File: config.mk
export PLATFORM = sky130hd
export DESIGN_NAME = multi_reg_sequencer
export DESIGN_NICKNAME = d
export VERILOG_FILES = /design/src/rtl/multi_reg_pkg.sv /design/src/rtl/lsb_priority_enc.sv /design/src/rtl/multi_reg_sequencer.sv
export SDC_FILE = /design/constraint.sdc
export NUM_CORES = 1
export LEC_CHECK = 0
export ABC_CLOCK_PERIOD_IN_PS = 5600
export CAP_MARGIN = 25
export CORE_MARGIN = 3
export CORE_UTILIZATION = 31
export CTS_CLUSTER_SIZE = 40
export DETAILED_ROUTE_END_ITERATION = 6
export MAX_ROUTING_LAYER = met4
export PLACE_DENSITY = 0.61
export RECOVER_POWER = 50
export REMOVE_ABC_BUFFERS = 1
export SLEW_MARGIN = 10
export SYNTH_ARGS = -nofsm -noshare
export SYNTH_HDL_FRONTEND = slang
export SYNTH_SLANG_ARGS = --single-unit
File: constraint.sdc
create_clock -name clk -period 5.6 [get_ports clk]
set_input_delay 1.12 -clock clk [delete_from_list [all_inputs] [get_ports clk]]
set_output_delay 1.12 -clock clk [all_outputs]
set_load 0.02 [all_outputs]
File: src/rtl/multi_reg_pkg.sv
// Shared types, register indices and helpers for the LDM/STM/PUSH/POP sequencer.
package multi_reg_pkg;

    typedef enum logic [1:0] {
        OP_LDM  = 2'd0,
        OP_STM  = 2'd1,
        OP_PUSH = 2'd2,
        OP_POP  = 2'd3
    } op_e;

    typedef enum logic [1:0] {
        StIdle,
        StXfer,
        StWb,
        StDone
    } state_e;

    localparam int unsigned SP_IDX     = 13;
    localparam int unsigned LR_IDX     = 14;
    localparam int unsigned PC_IDX     = 15;
    localparam int unsigned WORD_BYTES = 4;

    function automatic logic [3:0] popcount9(input logic [8:0] v);
        logic [3:0] c;
        c = '0;
        for (int i = 0; i < 9; i++) begin
            c = c + {3'b000, v[i]};
        end
        return c;
    endfunction

endpackage

File: src/rtl/lsb_priority_enc.sv
// Lowest-set-bit priority encoder over a 9-bit register list.
module lsb_priority_enc (
    input  logic [8:0] list_i,
    output logic [3:0] idx_o,
    output logic       valid_o
);

    always_comb begin
        idx_o   = '0;
        valid_o = 1'b0;
        // Scan downwards so the lowest set bit wins.
        for (int i = 8; i >= 0; i--) begin
            if (list_i[i]) begin
                idx_o   = 4'(i);
                valid_o = 1'b1;
            end
        end
    end

endmodule

File: src/rtl/multi_reg_sequencer.sv
// Multi-register transfer sequencer (LDM/STM/PUSH/POP) driving the register file and memory.
// Optional misaligned-base abort is enabled by MULTI_REG_ALIGN_CHECK_EN.
module multi_reg_sequencer
    import multi_reg_pkg::*;
#(
    parameter int unsigned DATA_N = 32,
    parameter int unsigned SIZE   = 16,
    parameter int unsigned ADDR_N = 32
) (
    input  logic                    clk,
    input  logic                    rst,
    input  logic                    start,
    input  logic [1:0]              op,
    input  logic [8:0]              reg_list,
    input  logic [$clog2(SIZE)-1:0] base_idx,
    input  logic [DATA_N-1:0]       base_val,
    output logic [$clog2(SIZE)-1:0] read_addr,
    input  logic [DATA_N-1:0]       r2_data,
    output logic [ADDR_N-1:0]       mem_addr,
    output logic [DATA_N-1:0]       mem_wdata,
    output logic                    mem_we,
    output logic                    mem_re,
    input  logic [DATA_N-1:0]       mem_rdata,
    input  logic                    mem_ready,
    output logic [$clog2(SIZE)-1:0] w_addr,
    output logic [DATA_N-1:0]       w_data,
    output logic                    wr_en,
    output logic                    busy,
    output logic                    done,
    output logic                    align_fault
);

    localparam int unsigned IW = $clog2(SIZE);

    state_e            state_q, state_d;
    op_e               op_q, op_d;
    logic [8:0]        list_q, list_d;
    logic [IW-1:0]     base_q, base_d;
    logic [ADDR_N-1:0] cur_q, cur_d, final_q, final_d;
    logic              wb_en_q, wb_en_d;
    logic              fault_q, fault_d;

    op_e               op_in;
    logic              push_pop_in;
    logic [8:0]        eff_list;
    logic [3:0]        n_regs;
    logic [ADDR_N-1:0] base_addr, span, xfer_addr;
    logic              ldm_self, misaligned, store_op;
    logic [3:0]        enc_idx;
    logic              enc_valid;
    logic [IW-1:0]     cur_idx;

    assign op_in       = op_e'(op);
    assign push_pop_in = (op_in == OP_PUSH) || (op_in == OP_POP);
    assign eff_list    = push_pop_in ? reg_list : {1'b0, reg_list[7:0]};
    assign n_regs      = popcount9(eff_list);
    assign base_addr   = ADDR_N'(base_val);
    assign span        = ADDR_N'(n_regs) * ADDR_N'(WORD_BYTES);
    // LDM that reloads its own base keeps the loaded value instead of the writeback.
    assign ldm_self    = (op_in == OP_LDM) && (base_idx < IW'(8)) && reg_list[base_idx[2:0]];
    assign store_op    = (op_q == OP_STM) || (op_q == OP_PUSH);

`ifdef MULTI_REG_ALIGN_CHECK_EN
    assign misaligned = |base_val[1:0];
    assign xfer_addr  = cur_q;
`else
    assign misaligned = 1'b0;
    assign xfer_addr  = {cur_q[ADDR_N-1:2], 2'b00};
`endif

    lsb_priority_enc u_enc (
        .list_i  (list_q),
        .idx_o   (enc_idx),
        .valid_o (enc_valid)
    );

    always_comb begin
        if (enc_idx == 4'd8) begin
            cur_idx = (op_q == OP_PUSH) ? IW'(LR_IDX) : IW'(PC_IDX);
        end else begin
            cur_idx = IW'(enc_idx);
        end
    end

    always_comb begin
        state_d = state_q;
        op_d    = op_q;
        list_d  = list_q;
        base_d  = base_q;
        cur_d   = cur_q;
        final_d = final_q;
        wb_en_d = wb_en_q;
        fault_d = 1'b0;
        unique case (state_q)
            StIdle: begin
                if (start) begin
                    if (misaligned) begin
                        fault_d = 1'b1;
                        state_d = StDone;
                    end else if (n_regs == 4'd0) begin
                        state_d = StDone;
                    end else begin
                        op_d    = op_in;
                        list_d  = eff_list;
                        base_d  = push_pop_in ? IW'(SP_IDX) : base_idx;
                        cur_d   = (op_in == OP_PUSH) ? base_addr - span : base_addr;
                        final_d = (op_in == OP_PUSH) ? base_addr - span : base_addr + span;
                        wb_en_d = !ldm_self;
                        state_d = StXfer;
                    end
                end
            end
            StXfer: begin
                if (mem_ready && enc_valid) begin
                    list_d = list_q & (list_q - 9'd1);
                    cur_d  = cur_q + ADDR_N'(WORD_BYTES);
                    if ((list_q & (list_q - 9'd1)) == 9'd0) begin
                        state_d = StWb;
                    end
                end
            end
            StWb:    state_d = StDone;
            StDone:  state_d = StIdle;
            default: state_d = StIdle;
        endcase
    end

    always_comb begin
        read_addr   = '0;
        mem_addr    = '0;
        mem_wdata   = '0;
        mem_we      = 1'b0;
        mem_re      = 1'b0;
        w_addr      = '0;
        w_data      = '0;
        wr_en       = 1'b0;
        busy        = (state_q == StXfer) || (state_q == StWb);
        done        = (state_q == StDone);
        align_fault = fault_q;
        if (state_q == StXfer) begin
            mem_addr  = xfer_addr;
            read_addr = cur_idx;
            if (store_op) begin
                mem_we    = 1'b1;
                mem_wdata = r2_data;
            end else begin
                mem_re = 1'b1;
                if (mem_ready) begin
                    wr_en  = 1'b1;
                    w_addr = cur_idx;
                    w_data = mem_rdata;
                end
            end
        end else if ((state_q == StWb) && wb_en_q) begin
            wr_en  = 1'b1;
            w_addr = base_q;
            w_data = DATA_N'(final_q);
        end
    end

    always_ff @(posedge clk) begin
        if (!rst) begin
            state_q <= StIdle;
            op_q    <= OP_LDM;
            list_q  <= '0;
            base_q  <= '0;
            cur_q   <= '0;
            final_q <= '0;
            wb_en_q <= 1'b0;
            fault_q <= 1'b0;
        end else begin
            state_q <= state_d;
            op_q    <= op_d;
            list_q  <= list_d;
            base_q  <= base_d;
            cur_q   <= cur_d;
            final_q <= final_d;
            wb_en_q <= wb_en_d;
            fault_q <= fault_d;
        end
    end

endmodule

==> results.md, run 1 <==
- The flow ran to the end, but the final reports show violations.
- The checks that failed: capacitance limit, slew limit.
- The total number of placement rows is 54.
- The cell area after synthesis is 7068 um2.
- The width of the chip is 157.0 um.
- The data arrival time at the worst-slack endpoint is 5.74 ns.
- Input and output buffers added on the ports amount to 221.
- The final count of pins violating max slew is 34.
- Summing the sequential cell areas from Yosys gives 22.66% of the chip area.
- The dominant register cell in the synthesized netlist is sky130_fd_sc_hd__dfxtp_1.
- The maximum number of pins on one net before global-route repair is 80.
- In the routed design, unresolved DRC markers number 0.
- The total power is 3.718 mW.
- Together, buffers and inverters on the worst path number 3.
- The startpoint kind of the worst setup timing path is an input port.
- For this design the top-level I/O count stands at 225.
- The clock buffer count from CTS is 9.
- After synthesis, the most frequently instantiated cells are 88 x sky130_fd_sc_hd__nand2_1, 80 x sky130_fd_sc_hd__dfxtp_1, 71 x sky130_fd_sc_hd__and2_1, 62 x sky130_fd_sc_hd__a21oi_1, 53 x sky130_fd_sc_hd__nor2_1.
- The antenna cell count is 0.
- The area growth from synthesis to layout is 46.27%.
- The longest individual stage delay on the worst path is 0.53 ns.
- Cells with a size suffix above 1 make up 14.76% of the layout.
- The endpoint type of the worst setup path is a flip-flop.
- After clock tree synthesis, the clock-pin slew on the worst setup and hold paths is 0.07 ns.
- The area after detailed placement is 9854 um2.
- The slowest stage of the critical path belongs to the cell sky130_fd_sc_hd__or4_4.
- The clock passes through at most 2 buffers.
- The number of warnings printed during yosys synthesis is 0.
- Once detail routing completed, the nets flagged for antenna violations numbered 0.
- The post-layout minimum cycle time is 5.469 ns.
- The transition at the pin with the smallest max-transition slack is 1.521 ns.
- The post-synthesis sequential element count is 80.
- Walking the worst path, the cells encountered are dlygate4sd2_1 > fa_1 > inv_1 > fa_1 > fa_1 > fa_2 > fa_2 > nand2b_4 > and2_4 > ha_4 > or4_4 > a31oi_4 > buf_6 > nor3_1 > xor2_1 > mux2i_1 > a211oi_2.
- The worst-case hold slack is 0.4583 ns.
- The classification of the worst-slack hold path is flip-flop to flip-flop.
- The total of endpoints with negative setup slack in the final report is 0.
- In the finished design, the share of the clock period the worst path needs comes to 97.66%.
- Across all layers, the routed design uses 7696 vias.
- Max-cap violations in this run came to 1.
- The dominant cell type by area after synthesis is sky130_fd_sc_hd__dfxtp_1.
- The die outline height is 157.0 um.
- The clock latency of the later-clocked register in the worst-skew pair is 0.35 ns.
- The number of global-route vias before repair was 7179.
- Dividing the detail-routed wire length by the instance count gives 18.30 um.
- Measured against its own limit, the worst slew margin works out to -1.424%.
- The critical path in this run is classified as input port to flip-flop.
- The most common cell in the synthesized netlist is sky130_fd_sc_hd__nand2_1.
- After synthesis, the share of flip-flops with an asynchronous set or reset is 0%.
- The routed design has 26450 um of wire.
- The tree is rooted in a sky130_fd_sc_hd__clkbuf_16.
- Using the TritonRoute via totals, the vias-per-cell ratio works out to 5.326.
- The count of final hold-check violations is 0.
- Including well taps, the total number of placed cells is 1423.
- The post-synthesis instance total is 925.
- The share of the synthesized area in the top cell type is 22.66%.
- CTS built an H-tree with a depth of 3.
- In this run, synthesis inferred 0 flip-flops with an integrated enable.
- TritonCTS built the clock tree.
- The most common cell type on the critical path is sky130_fd_sc_hd__fa_1.
- Dividing total power by cell area gives a power density of 359.6 nW/um2.
- The detailed-placement wirelength estimate is 20160 um.
- For this run, the total global-route usage over all layers was measured as 21.24%.
- The first routing iteration left 795 violations.
- The global route total overflow is 0.
- The utilization after layout is 46.79%.
- Timing would allow up to 0.1828 GHz.
- The routed design uses 1192 um of met3 wire.
- Signal routing reaches up to met4.
- The peak supply drop is 0.2015 mV.
- The starting density of the core is 31.99%.
- The met2 layer wire length in the routed design is 11860 um.
- The netlist uses 89 different library cells.
- For the final database, setup skew stands at 0.01184 ns.
- The initial antenna violation count came to 0.
- Averaged over all synthesized cells, the footprint is 7.641 um2.
- The global placer's final weighted congestion is 0.8876.
- Ranked by total cell area, the synthesized netlist is headed by sky130_fd_sc_hd__dfxtp_1 23%, sky130_fd_sc_hd__and2_1 6.3%, sky130_fd_sc_hd__nand2_1 4.7%.
- In the final routing, the length of wire on met1 measures 12970 um.
- After floorplanning, the core was sized to cover 22090 um2.
- Excluding fillers, the count of instances in the completed layout stands at 1445.
- The final-stage net count is 1300.
- The total leakage power is 3.938 nW.
- The number of clock sinks is 80.
- The area enclosed by the die boundary is 24650 um2.
- The iteration count of the initial detailed-routing pass is 5.
- In this run the worst path has a maximum fanout of 6.
- The global-route wire length before repair is 41000 um.
- The required arrival time at the worst endpoint is 5.87 ns.
- On the critical path the largest part of the delay comes from adder cells.
- The final design instance area without fill is 10340 um2.
-- worst min-delay path, delay by kind of cell (launching register included) --
family          cells  cell delay [ns]
compound gates      1             0.05
flops               1             0.31
simple gates        1             0.05
-- per-layer routing --
metal,vias to the layer above,global-route usage (%)
li1,3848,-
met1,3602,31.59
met2,220,30.64
met3,26,2.145
met4,0,5.336
met5,-,-
-- final timing paths --
kind	start	to	slack, ns	cells past startpoint
worst min-delay path	final_q[20]	final_q[20]	0.46	2
worst max register to register	state_q[1]	cur_q[8]	2.77	9
worst min register to register	final_q[20]	final_q[20]	0.46	2
worst max-delay path	reg_list[0]	cur_q[11]	0.13	17
-- stage by stage --
step / worst slack [ns] / setup TNS [ns]
global placement: -0.6251 / -23.92
detailed placement: -0.7873 / -30.48
floorplan: -0.8523 / -20.01
global route: -0.05848 / -0.1318
finish: 0.1310 / 0
CTS: 0.06426 / 0
-- power breakdown --
group | switching, mW | leakage [nW] | internal [mW]
Clock | 0.259 | 0.132 | 0.345
Sequential | 0.192 | 0.656 | 0.740
Combinational | 1.22 | 3.15 | 0.958
-- final cells by class --
class,count,area [um2]
clock buffer,11,232.7
inverter,25,93.84
timing repair buffer,300,2839
tap,280,350.3
multi-input combinational,744,5164
fill,2165,11760
clock inverter,5,57.56
sequential,80,1602
-- registers in the layout (all words and copies together), names as in the netlist --
| signal | flops |
|---|---|
| final_q | 32 |
| cur_q | 30 |
| wb_en_q | 1 |
| list_q | 9 |
| state_q | 2 |
| op_q | 2 |
| base_q | 4 |
-- logic make-up (layout without fill, tap and decap cells) --
group	Yosys count	in the layout	synth area share (%)
AND/OR/NAND/NOR	411	411	32.82
AO/OA/AOI/OAI	258	258	26.23
buffers and inverters	103	341	6.691
flip-flops	80	80	22.66
XOR/XNOR	37	37	4.585
adder cells (fa/ha/maj)	26	26	5.311
multiplexers	9	9	1.646
other	1	3	0.05306
-- cell usage in the layout (no fill, tap or decap), types with 15 or more instances in the layout --
master                              n
sky130_fd_sc_hd__buf_4             71
sky130_fd_sc_hd__nand3_1           45
sky130_fd_sc_hd__clkdlybuf4s50_1  136
sky130_fd_sc_hd__nor3_1            31
sky130_fd_sc_hd__o21ai_0           43
sky130_fd_sc_hd__and2_1            66
sky130_fd_sc_hd__ha_1              16
sky130_fd_sc_hd__or3_1             20
sky130_fd_sc_hd__nand2_1           88
sky130_fd_sc_hd__o211ai_1          15
sky130_fd_sc_hd__a21oi_1           62
sky130_fd_sc_hd__a22o_1            35
sky130_fd_sc_hd__xor2_1            24
sky130_fd_sc_hd__dlygate4sd3_1     81
sky130_fd_sc_hd__inv_1             23
sky130_fd_sc_hd__nor2_1            51
sky130_fd_sc_hd__nand4_1           19
sky130_fd_sc_hd__dfxtp_1           80
-- timing repair --
| action | in CTS | in global routing |
|---|---|---|
| hold buffers | 0 | 0 |
| setup buffers | 1 | 5 |
| pin swaps | 8 | 12 |
| endpoints found under the setup margin | 50 | 44 |
| resized for setup | 21 | 16 |
Power figures use the tool's default switching activity.
==> run 2: changes to the inputs <==
- ABC_AREA: default -> 1
- CORE_ASPECT_RATIO: default -> 0.5
- PLACE_DENSITY: 0.61 -> 0.6
==> run 2 against run 1 <==
  * The flow still finishes with violations (capacitance limit, slew limit)
  * Worst setup slack improved by 0.19 ns
  * Worst hold slack got worse by 0.00089 ns
  * Count of clock-buffer cells in the layout increased by 1
  * Register-to-register slack got worse by 0.58 ns
  * Cell area increased by 8.8%
  * Largest power group unchanged
==> results.md, run 2 <==
- The detailed route wirelength on metal3 came to 2605 um (was 1192 um).
- The number of clock sinks is 80 (unchanged).
- The fraction of registers with async set/reset is 0% (unchanged).
- The post-synthesis instance total is 1467 (was 925).
- The routed via count is 10050 (was 7696).
- The clock latency of the later-clocked register in the worst-skew pair is 0.36 ns (was 0.35 ns).
- The top fanout value on the critical path is 4 (was 6).
- The clock skew is 0.007982 ns (was 0.01184 ns).
- The maximum number of pins on one net before global-route repair came to 74 (was 80).
- The required arrival time at the worst endpoint is 5.89 ns (was 5.87 ns).
- The global placer's final weighted congestion is 1.015 (was 0.8876).
- The number of levels the H-tree was split into is 3 (unchanged).
- The peak supply drop was 0.2121 mV (was 0.2015 mV).
- The endpoint type of the worst setup path is a flip-flop (unchanged).
- The wire length per cell after detailed routing is 16.37 um (was 18.30 um).
- The startpoint kind of the worst setup timing path is an input port (unchanged).
- The count of antenna-violating nets left after detailed routing is 0 (unchanged).
- The type of the setup path with the least slack is input port to flip-flop (unchanged).
- The total leakage power is 5.404 nW (was 3.938 nW).
- The dominant cell type by area after synthesis is sky130_fd_sc_hd__dfxtp_1 (unchanged).
- The post-route met1 wirelength is 15950 um (was 12970 um).
- The post-synthesis cell type count came to 50 (was 89).
- The register clock-pin slew on the reported worst setup and hold paths is 0.07 ns (about the same).
- The width of the chip is 233.9 um (was 157.0 um).
- The most common cell after layout, fill and taps aside is sky130_fd_sc_hd__nand2_1 (was sky130_fd_sc_hd__clkdlybuf4s50_1).
- Setup repair after global routing left no endpoint under its margin.
- The final design instance area without fill is 11250 um2 (was 10340 um2).
- The count of final hold-check violations is 0 (unchanged).
- Failing checks: capacitance limit, slew limit (unchanged).
- Biggest regs: final_q (32), cur_q (30), list_q (9) (unchanged).
- The cell area after synthesis is 8048 um2 (was 7068 um2).
- The clock buffer count from CTS is 9 (unchanged).
- The total power divided by cell area is 364.8 nW/um2 (was 359.6 nW/um2).
- The DRC violation count after routing is 0 (unchanged).
- The met2 layer wire length in the routed design is 14240 um (was 11860 um).
- The classification of the worst-slack hold path is flip-flop to flip-flop (unchanged).
- The post-synthesis sequential element count was 80 (unchanged).
- The most numerous cell in the Yosys netlist is sky130_fd_sc_hd__nand2_1 (unchanged).
- The data arrival time at the worst-slack endpoint is 5.57 ns (was 5.74 ns).
- The wire length after detailed routing is 33400 um (was 26450 um).
- The TritonCTS clock tree was yes (unchanged).
- The count of buffers inserted at the top-level ports came to 221 (unchanged).
- The number of primary I/O pins is 225 (unchanged).
- The share of the cycle needed by the critical path after routing is 94.33% (was 97.66%).
- The fmax is 0.1893 GHz (was 0.1828 GHz).
- The utilization after layout is 45.50% (was 46.79%).
- The iteration count of the initial detailed-routing pass is 6 (was 5).
- The starting density of the core was 32.55% (was 31.99%).
- The highest metal layer with signal wires is met4 (unchanged).
- The clock tree root driver cell is sky130_fd_sc_hd__clkbuf_16 (unchanged).
- The post-synthesis area per instance came to 5.486 um2 (was 7.641 um2).
- The maximum buffer depth of the clock tree was 2 (unchanged).
- The count of flip-flops with a built-in enable after synthesis is 0 (unchanged).
- The total number of placement rows is 40 (was 54).
- The area enclosed by the die boundary is 28050 um2 (was 24650 um2).
- Most frequent cells in the layout: 366 x sky130_fd_sc_hd__nand2_1, 229 x sky130_fd_sc_hd__inv_1, 184 x sky130_fd_sc_hd__nor2_1 (was 136 x sky130_fd_sc_hd__clkdlybuf4s50_1, 88 x sky130_fd_sc_hd__nand2_1, 81 x sky130_fd_sc_hd__dlygate4sd3_1).
- The per-cell via count in the routed design came to 4.928 (was 5.326).
- The floorplan core area is 24720 um2 (was 22090 um2).
- The register bank with the most flops is final_q (unchanged).
- The instance count after placement with tap cells included is 2021 (was 1423).
- The post-layout minimum cycle time came to 5.282 ns (was 5.469 ns).
- The relative area change from synthesis to final layout is 39.77% (was 46.27%).
- The proportion of synthesized chip area in sequential cells came to 19.90% (was 22.66%).
- The final-stage net count is 1837 (was 1300).
- The total of max-cap violations came to 2 (was 1).
- The global-route wire length before repair is 50840 um (was 41000 um).
- The flip-flop count of the largest register after layout was 32 (unchanged).
- The detailed-placement wirelength estimate came to 25770 um (was 20160 um).
- The global route total overflow is 0 (unchanged).
- The initial antenna violation count is 2 (was 0).
- The total of endpoints with negative setup slack in the final report is 0 (unchanged).
- Ranking of synthesized cells by area: sky130_fd_sc_hd__dfxtp_1 20%, sky130_fd_sc_hd__nand2_1 17%, sky130_fd_sc_hd__inv_1 11% (was sky130_fd_sc_hd__dfxtp_1 23%, sky130_fd_sc_hd__and2_1 6.3%, sky130_fd_sc_hd__nand2_1 4.7%).
- The number of warnings printed during yosys synthesis came to 0 (unchanged).
- The dominant register cell in the synthesized netlist is sky130_fd_sc_hd__dfxtp_1 (unchanged).
- The transition at the pin with the smallest max-transition slack is 2.111 ns (was 1.521 ns).
- The layout cell share with drive strength beyond 1 came to 8.284% (was 14.76%).
- The number of global-route vias before repair came to 8865 (was 7179).
- The initial DRC count is 1035 (was 795).
- The area after detailed placement is 10860 um2 (was 9854 um2).
- Run status: finished with violations (unchanged).
- Leading cell types by count after synthesis: 373 x sky130_fd_sc_hd__nand2_1, 229 x sky130_fd_sc_hd__inv_1, 189 x sky130_fd_sc_hd__nor2_1, 140 x sky130_fd_sc_hd__nand3_1, 121 x sky130_fd_sc_hd__o21ai_0 (was 88 x sky130_fd_sc_hd__nand2_1, 80 x sky130_fd_sc_hd__dfxtp_1, 71 x sky130_fd_sc_hd__and2_1, 62 x sky130_fd_sc_hd__a21oi_1, 53 x sky130_fd_sc_hd__nor2_1).
- The die outline height came to 119.9 um (was 157.0 um).
- The final non-filler cell total came to 2040 (was 1445).
- The final count of pins violating max slew is 116 (was 34).
- The worst slew margin relative to its limit came to -40.71% (was -1.424%).
- The overall global routing resource usage is 23.73% (was 21.24%).
- The share of the synthesized area in the top cell type came to 19.90% (was 22.66%).
==> run 2: cell count changes after synthesis, sizes merged, moves of 22 or more <==
cell   previous run  this run
inv              24       236
nor2             54       201
and2             71         1
a21oi            70        92
nand3            47       141
o21ai            55       137
nand2            88       380
a22o             35         0
==> run 2: worst max-delay path: stages <==
cell and delay [ns]:
sky130_fd_sc_hd__dlymetal6s2s_1 0.15, sky130_fd_sc_hd__fa_1 0.54, sky130_fd_sc_hd__inv_1 0.06, sky130_fd_sc_hd__fa_1 0.56
sky130_fd_sc_hd__fa_1 0.45, sky130_fd_sc_hd__fa_2 0.40, sky130_fd_sc_hd__fa_2 0.36, sky130_fd_sc_hd__xnor2_2 0.18
sky130_fd_sc_hd__buf_4 0.14, sky130_fd_sc_hd__ha_4 0.20, sky130_fd_sc_hd__inv_1 0.08, sky130_fd_sc_hd__nand2_1 0.07
sky130_fd_sc_hd__nand2_1 0.06, sky130_fd_sc_hd__nand2_1 0.12, sky130_fd_sc_hd__nand3_1 0.16, sky130_fd_sc_hd__o21ai_0 0.08
sky130_fd_sc_hd__a21oi_1 0.29, sky130_fd_sc_hd__o21ai_0 0.15, sky130_fd_sc_hd__buf_4 0.29, sky130_fd_sc_hd__a21oi_1 0.12
==> run 2: routing by layer <==
layer	vias to the layer above	GRT usage, %
li1	5094	-
met1	4545	34.50
met2	375	34.44
met3	40	3.961
met4	0	4.580
met5	-	-
==> run 2: logic make-up (layout without fill, tap and decap cells) <==
kind of cell,Yosys count,count (layout),synth area share [%]
XOR/XNOR,20,20,2.270
other,1,5,0.04660
AND/OR/NAND/NOR,774,774,40.50
buffers and inverters,310,543,15.62
adder cells (fa/ha/maj),25,25,4.540
AO/OA/AOI/OAI,256,256,16.99
multiplexers,1,1,0.1244
flip-flops,80,80,19.90
==> run 2: cell type report <==
type / count / area [um2]
diodes: 2 / 5.005
clock buffers: 12 / 246.5
clock inverters: 4 / 30.03
fillers: 2719 / 13480
inverters: 240 / 900.9
multi-input cells: 1079 / 5303
flip-flops and latches: 80 / 1602
well taps: 336 / 420.4
repair buffers: 287 / 2741
==> run 2: path summary, 6_finish.rpt <==
| check | start | end | slack, ns | depth (start not counted) |
|---|---|---|---|---|
| setup reg to reg | state_q[1] | cur_q[18] | 2.19 | 9 |
| hold / removal | final_q[1] | final_q[1] | 0.46 | 2 |
| setup / recovery | reg_list[0] | cur_q[11] | 0.32 | 20 |
| hold reg to reg | final_q[1] | final_q[1] | 0.46 | 2 |
==> run 2: what timing repair did <==
item / in CTS / in global routing
setup buffers: 0 / 1
hold buffers: 0 / 0
gates resized for setup: 0 / 30
endpoints found under the setup margin: 0 / 51
endpoints found under the hold margin: 0 / 0
==> run 2: through the flow <==
stage,power (mW),setup TNS (ns),hold slack (ns),setup slack [ns]
3_3_place_gp,3.513,-7.852,0.4440,-0.2790
3_5_place_dp,3.516,-10.31,0.4534,-0.3146
4_1_cts,4.106,0,0.4640,0.06575
6_report,4.103,0,0.4574,0.3176
2_1_floorplan,2.395,-0.3235,0.4239,-0.01011
5_1_grt,4.436,0,0.4837,0.1061
==> run 2: power by group <==
part,switching [mW],internal [mW]
Sequential,0.246,0.790
Combinational,1.55,0.943
Clock,0.264,0.314
Total,2.06,2.05
